### config.mk
export PLATFORM = sky130hd
export DESIGN_NAME = iter_div
export DESIGN_NICKNAME = d
export VERILOG_FILES = /design/src/rtl/iter_div.sv
export SDC_FILE = /design/constraint.sdc
export NUM_CORES = 1
export LEC_CHECK = 0
export ABC_AREA = 1
export CAP_MARGIN = 10
export CORE_MARGIN = 10
export CORE_UTILIZATION = 35
export DETAILED_ROUTE_END_ITERATION = 10
export DONT_BUFFER_PORTS = 1
export GPL_ROUTABILITY_DRIVEN = 0
export GPL_TIMING_DRIVEN = 1
export SYNTH_ARGS = -nofsm -noshare
export SYNTH_HDL_FRONTEND = slang
export SYNTH_SLANG_ARGS = --single-unit
### constraint.sdc
create_clock -name clk -period 3.8 [get_ports clk]
set_input_delay 0.95 -clock clk [delete_from_list [all_inputs] [get_ports clk]]
set_output_delay 0.95 -clock clk [all_outputs]
set_load 0.03 [all_outputs]
### src/rtl/iter_div.sv
// iter_div: iterative restoring radix-2 divider, signed or unsigned.
//
// Ports:
//   clk          single clock, rising edge
//   rst_n        synchronous active-low reset
//   start        launch a divide (sampled only in IDLE)
//   signed_op    1 = signed divide, 0 = unsigned (sampled with start)
//   annul        abandon the current operation / block a launch
//   dividend     numerator (sampled with start)
//   divisor      denominator (sampled with start)
//   quotient     registered quotient, updated on entry to FIN
//   remainder    registered remainder, updated on entry to FIN
//   done         one-cycle pulse while in FIN
//   busy         high in DIV0 and RUN (stall request)
//   div_by_zero  qualifies done: divisor was zero
//
// state | meaning
// ------+----------------------------------------------------------
// IDLE  | waiting for start
// DIV0  | zero divisor, one cycle to produce the flagged result
// RUN   | one restoring step per cycle, DATA_W steps
// FIN   | results valid, done pulse, back to IDLE next edge

module iter_div #(
    parameter int DATA_W = 32,
    parameter int CNT_W  = 6
) (
    input  logic              clk,
    input  logic              rst_n,
    input  logic              start,
    input  logic              signed_op,
    input  logic              annul,
    input  logic [DATA_W-1:0] dividend,
    input  logic [DATA_W-1:0] divisor,
    output logic [DATA_W-1:0] quotient,
    output logic [DATA_W-1:0] remainder,
    output logic              done,
    output logic              busy,
    output logic              div_by_zero
);

    typedef enum logic [1:0] {IDLE, DIV0, RUN, FIN} state_t;

    state_t            state, state_nxt;
    logic [CNT_W-1:0]  cnt;
    logic [DATA_W-1:0] acc_q;     // dividend magnitude shifting out, quotient bits shifting in
    logic [DATA_W-1:0] acc_r;     // partial remainder
    logic [DATA_W-1:0] dvsr_mag;
    logic              neg_q;
    logic              neg_r;

    logic [DATA_W-1:0] dvd_mag_in;
    logic [DATA_W-1:0] dvsr_mag_in;
    logic [DATA_W:0]   trial;
    logic [DATA_W:0]   diff;
    logic              fits;
    logic [DATA_W-1:0] step_q;
    logic [DATA_W-1:0] step_r;
    logic [DATA_W-1:0] fin_q;
    logic [DATA_W-1:0] fin_r;
    logic              last_step;

    always_comb begin
        dvd_mag_in  = (signed_op && dividend[DATA_W-1]) ? -dividend : dividend;
        dvsr_mag_in = (signed_op && divisor[DATA_W-1])  ? -divisor  : divisor;

        trial  = {acc_r, acc_q[DATA_W-1]};
        diff   = trial - {1'b0, dvsr_mag};
        fits   = ~diff[DATA_W];
        // when the trial does not fit it is below the divisor, so its top bit is 0
        step_r = fits ? diff[DATA_W-1:0] : trial[DATA_W-1:0];
        step_q = {acc_q[DATA_W-2:0], fits};

        fin_q     = neg_q ? -step_q : step_q;
        fin_r     = neg_r ? -step_r : step_r;
        last_step = (cnt == CNT_W'(DATA_W-1));
    end

    always_comb begin
        state_nxt = state;
        case (state)
            IDLE: if (start && !annul) state_nxt = (divisor == '0) ? DIV0 : RUN;
            DIV0: state_nxt = annul ? IDLE : FIN;
            RUN: begin
                if (annul)          state_nxt = IDLE;
                else if (last_step) state_nxt = FIN;
            end
            FIN:     state_nxt = IDLE;
            default: state_nxt = IDLE;
        endcase
    end

    always_ff @(posedge clk) begin
        if (!rst_n) begin
            state       <= IDLE;
            cnt         <= '0;
            acc_q       <= '0;
            acc_r       <= '0;
            dvsr_mag    <= '0;
            neg_q       <= 1'b0;
            neg_r       <= 1'b0;
            quotient    <= '0;
            remainder   <= '0;
            done        <= 1'b0;
            busy        <= 1'b0;
            div_by_zero <= 1'b0;
        end else begin
            state <= state_nxt;
            // outputs registered from the next state so they line up with it
            done  <= (state_nxt == FIN);
            busy  <= (state_nxt == DIV0) || (state_nxt == RUN);

            case (state)
                IDLE: begin
                    if (state_nxt != IDLE) begin
                        acc_q    <= dvd_mag_in;
                        acc_r    <= '0;
                        dvsr_mag <= dvsr_mag_in;
                        neg_q    <= signed_op & (dividend[DATA_W-1] ^ divisor[DATA_W-1]);
                        neg_r    <= signed_op & dividend[DATA_W-1];
                        cnt      <= '0;
                    end
                end
                DIV0: begin
                    if (state_nxt == FIN) begin
                        quotient    <= '0;
                        remainder   <= '0;
                        div_by_zero <= 1'b1;
                    end
                end
                RUN: begin
                    acc_q <= step_q;
                    acc_r <= step_r;
                    cnt   <= cnt + CNT_W'(1);
                    if (state_nxt == FIN) begin
                        quotient    <= fin_q;
                        remainder   <= fin_r;
                        div_by_zero <= 1'b0;
                    end
                end
                default: ;
            endcase
        end
    end

endmodule

Word-level counts from Yosys, hierarchy flattened
Cells that the tools add are included.
{ "totals": {"elab_cells": 70, "reg_bits": 173, "in_bits": 69} }
{ "op_classes": {"addsub": 6, "n_bitwise": 4, "n_eq_ne": 10, "reduce_logical": 13, "muxes": 25} }
{ "ops": {"columns": ["cell", "count"], "rows": [
  ["$mux 32", 10],
  ["$pmux 32 s2", 4],
  ["$neg 32->32", 4],
  ["$sub 33x32->33", 1],
  ["$logic_not 32->1", 1],
  ["$pmux 6 s2", 1],
  ["$mux 2", 5],
  ["$eq 2x2->1 const B", 4],
  ["$pmux 2 s4", 1],
  ["$add 6x1->6 const B", 1],
  ["$eq 6x5->1 const B", 1],
  ["$mux 6", 1],
  ["$ne 2x2->1 const B", 3],
  ["$reduce_bool 2->1", 3],
  ["$eq 2x1->1 const B", 2],
  ["$reduce_and 2->1", 2],
  ["$logic_and 1x1->1", 3],
  ["$reduce_and 3->1", 1],
  ["$and 1x1->1", 2],
  ["$logic_not 2->1", 1],
  ["$mux 1", 2],
  ["$pmux 1 s2", 1],
  ["$logic_not 1->1", 1],
  ["$logic_or 1x1->1", 1],
  ["other kinds (2)", 2]
]} }

Depth between registers and ports, before layout
{ "depth": {"word_depth": 7, "ltp_mapped": 30, "ltp_nobuf": 29} }

Worst setup path after synthesis
Ideal clock, no wire load.
{ "synth_path": {"path_kind": "register -> register", "from": "register acc_q[31]", "to": "register quotient[26]", "t_required_ps": 3687, "stages_incl_launch_ff": 31, "n_path_buf": 1, "path_slack_ps": -25, "arrival_ps": 3712, "setup_ps": 113, "synth_period_minus_slack_ps": 3825, "cell_sequence": "dfxtp_1 > inv_1 > ha_1 > fa_1 > inv_1 > nand2_1 > nand2_1 > nand3_1 > nand2_2 > nand2_2 > nand2_4 > nand2_4 > nand2_4 > nand2_4 > nand2_8 > buf_2 > ha_1 > nand3_1 > nor2_1 > nand2_1 > nor3_1 > nand2_1 > nor3_2 > nand3_1 > nor2_1 > nand2_1 > nand2_1 > nand2_1 > or2_0 > nand3_1 > nand2_1"} }
{ "synth_between": {"elab_chain_len": 6} }
{ "synth_rtl": {"columns": ["element", "line_no", "source"], "rows": [
  ["start: declaration", "46", "logic [DATA_W-1:0] acc_q;"],
  ["start signal: assignment", "116", "acc_q <= dvd_mag_in;"],
  ["start signal: assignment", "132", "acc_q <= step_q;"],
  ["$sub 33x32->33", "68", "diff = trial - {1'b0, dvsr_mag};"],
  ["$not 1->1", "69", "fits = ~diff[DATA_W];"],
  ["$neg 32->32", "74", "fin_q = neg_q ? -step_q : step_q;"],
  ["$mux 32", "74", null],
  ["$mux 32", "135", "if (state_nxt == FIN) begin"],
  ["$pmux 32 s2", "113", "case (state)"],
  ["end signal: assignment", "136", "quotient <= fin_q;"],
  ["end: declaration", "35", "output logic [DATA_W-1:0] quotient,"]
]} }
Every way passes these cells. The select of a mux whose other input is x is not followed.
A chain may end at the register's enable or synchronous reset.

Worst setup path after layout
{ "layout_path": {"from": "register dvsr_mag[23]", "to": "register quotient[26]"} }
{ "layout_between": {"elab_chain_len": 6} }
{ "layout_rtl": {"columns": ["element", "line_no", "source"], "rows": [
  ["start: declaration", "48", "logic [DATA_W-1:0] dvsr_mag;"],
  ["start signal: assignment", "118", "dvsr_mag <= dvsr_mag_in;"],
  ["$sub 33x32->33", "68", null],
  ["$not 1->1", "69", null],
  ["$neg 32->32", "74", null],
  ["$mux 32", "74", null],
  ["$mux 32", "135", null],
  ["$pmux 32 s2", "113", null]
]} }
Every way passes these cells. The select of a mux whose other input is x is not followed.

==> metrics <==
io pins=136; core area=35700 sq um; relative slew slack=0.501; worst min path class=register to register; Synth Area per Inst=6.00 sq um; Worst-Skew Late Latency=0.46 ns; Synth area leader=dfxtp_1; top-area cell type share of the netlist area=0.274; Area Overhead vs Synth=14.8%; CP Max Fanout=6; Post-CTS Hold Buffers=0; Post-Route WL=43.0 mm; Finished Core Util=0.408; Worst-Margin Slew=0.748 ns; total grt overflow=0; PwrDens=386 nW/um^2; clk slew on worst S/H paths=0.08 ns; Post-synth EDFFs=0; clock skew=0.0155 ns; Synth async-reset ratio=0; GRT Overall Usage=0.191; first-pass GRT wire length=67.7 mm; H-Tree Depth=4; final setup fails=0; die area=44200 sq um; most common cell after layout, fill and taps aside=nand2_1; status=complete, no violations; Max Buffers Root-to-Sink=2; ranking of synthesized cells by area=dfxtp_1 27%, nand2_1 21%, inv_1 7.6%; initial antenna violation count=1; Yosys reg bits=173; Setup crit start kind=register; DRC=0; # rows=69; Reg-to-Reg Start=dvsr_mag[23]; Syn Inst Count=2110; Starting Density=0.355; post-route ant nets=0; share of cells above drive strength 1=0.110; Final HPWL DP=34.1 mm; crit path DAT=3.96 ns; largest net degree at the start of global routing=70; VDD IR-drop max=0.310 mV; WS Path Type=register to register; DRT Pass-1 Iters=5; Power, Total=0.00561 W; Clk Tree Root Cell=clkbuf_16; Via density=5.17; Final Slew Violations=0; most frequent cells in the layout=692 x nand2_1, 255 x inv_1, 171 x nor2_1, 166 x dfxtp_1; DIE HEIGHT=210 um; area of the multi-input gates=8200 sq um; CP max-delay cell=dfxtp_1; number of global-route vias before repair=12524; final hold violations=0; Register Area=3470 sq um; filler instances=3823; Period Utilization, post-route=0.952; worst path cell trace=inv_1 -> ha_1 -> nand2_1 -> nand2_1 -> a21oi_2 -> nand2_2 -> a21oi_4 -> nand3_4 -> nand2_8 -> ha_4 -> nand3_4 -> nor2_4 -> nand2_2 -> nor3_4 -> nand2_2 -> nor3_4 -> nand3_2 -> nor2_2 -> nand2_1 -> nand2_2 -> nand2_4 -> or2_0 -> nand3_1 -> nand2_1; Critical Path RT=4.14 ns; via count=13468; CTS tree=done; RSZ-0062 raised after global routing=yes; endpoint type of the worst setup path=register; R2R Path End=quotient[26]; fin nets=2242; synth unique cells=57; ant diodes=0; maxcap violations=0; TritonCTS Buffers=17; worst reg2reg setup slack=0.18 ns; crit path to=quotient[26]; port buffer count=0; fin crit period=3.62 ns; initial drt markers=1140; Syn Std Cell Area=12700 sq um; dominant synthesized flop cell=dfxtp_1; routed len/inst=16.5 um; Syn Nets=2219; die width=210 um; setup TNS=0 ns; Worst Setup SP=dvsr_mag[23]; slowest stage delay, CP=0.34 ns; leakage=6.77 nW; register area share after synthesis=0.274; Ys Warns=0; maximum clock frequency=0.276 GHz; R2R cell count=24; Sink Count=173
-- cells in the mapped netlist (all sizes together), types with 4 or more instances --
library cell,count
or2,5
o21bai,9
clkbuf,47
a21o,4
xnor2,22
a31oi,30
ha,39
xor2,22
a21oi,151
nor3,27
nand2,731
clkinv,4
nand3b,19
nor2,191
o21ai,118
nand4,25
dfxtp,173
nor4,8
nand3,150
o221ai,6
o211ai,7
o31ai,5
buf,26
inv,268
-- power by group --
group / total [W] / switching (W) / internal, W
Clock: 0.00178 / 0.000891 / 0.000889
Sequential: 0.00195 / 0.0000708 / 0.00188
Combinational: 0.00188 / 0.00123 / 0.000651
-- cell type report --
| type | instances | area share |
|---|---|---|
| clock buffer | 17 | 0.0293 |
| multi-input combinational | 1593 | 0.564 |
| inverter | 272 | 0.0702 |
| clock inverter | 15 | 0.0116 |
| tap | 461 | 0.0397 |
| sequential | 173 | 0.239 |
| timing repair buffer | 76 | 0.0464 |
-- worst min-delay path by stage --
stage	depth (start not counted)	end	start	slack (ns)
floorplan	2	dvsr_mag[31]	dvsr_mag[31]	0.44
global placement	1	cnt[5]	cnt[5]	0.47
detailed placement	1	cnt[0]	cnt[0]	0.49
CTS	2	cnt[1]	cnt[1]	0.50
global route	2	acc_r[1]	acc_r[1]	0.52
finish	2	cnt[1]	cnt[1]	0.50
-- logic make-up after synthesis --
| kind of cell | count (synthesis) | share of synthesized area |
|---|---|---|
| buf+inv | 345 | 0.107 |
| flops | 173 | 0.274 |
| fa+ha+maj | 40 | 0.0401 |
| xor+xnor | 44 | 0.0304 |
| compound gates | 348 | 0.156 |
| simple gates | 1160 | 0.392 |
-- critical path, delay by kind of cell, from the launching register on --
family / cells / cell delay [ns]
AOI/OAI and AO/OA: 2 / 0.44
adders and majority gates: 2 / 0.46
DFF: 1 / 0.34
and+or+nand+nor: 19 / 2.16
buffers and inverters: 1 / 0.09
-- repair_timing --
item                                    CTS  global route
pin swaps                                 0            15
endpoints found under the setup margin    2            27
gates resized for setup                   1            54
buffers inserted                          0             5
cloned                                    0             1
-- registers in the layout (all words and copies together), names as in the netlist --
| name | flops |
|---|---|
| remainder | 32 |
| acc_q | 32 |
| neg_r | 1 |
| busy | 1 |
| neg_q | 1 |
| cnt | 6 |
| quotient | 32 |
| acc_r | 32 |
| done | 1 |
| div_by_zero | 1 |
| dvsr_mag | 32 |
| state | 2 |
-- metrics by stage --
step	std cells	hold slack [ns]	setup slack, ns	instance area (sq um)
after global routing	2607	0.518	-0.0776	14500
after detailed placement	2569	0.489	-0.0778	13600
final	2607	0.503	0.183	14500
after CTS	2601	0.502	0.000634	14200
after floorplan	2110	0.444	0.0441	12700
after global placement	2569	0.468	0.0112	13600
-- layer usage --
layer / GRT usage / routed length [um]
met5: 0 / 14
met4: 0.0642 / 1130
met2: 0.312 / 20100
met1: 0.241 / 18500
met3: 0.0460 / 3230
Power figures use the tool's default switching activity.
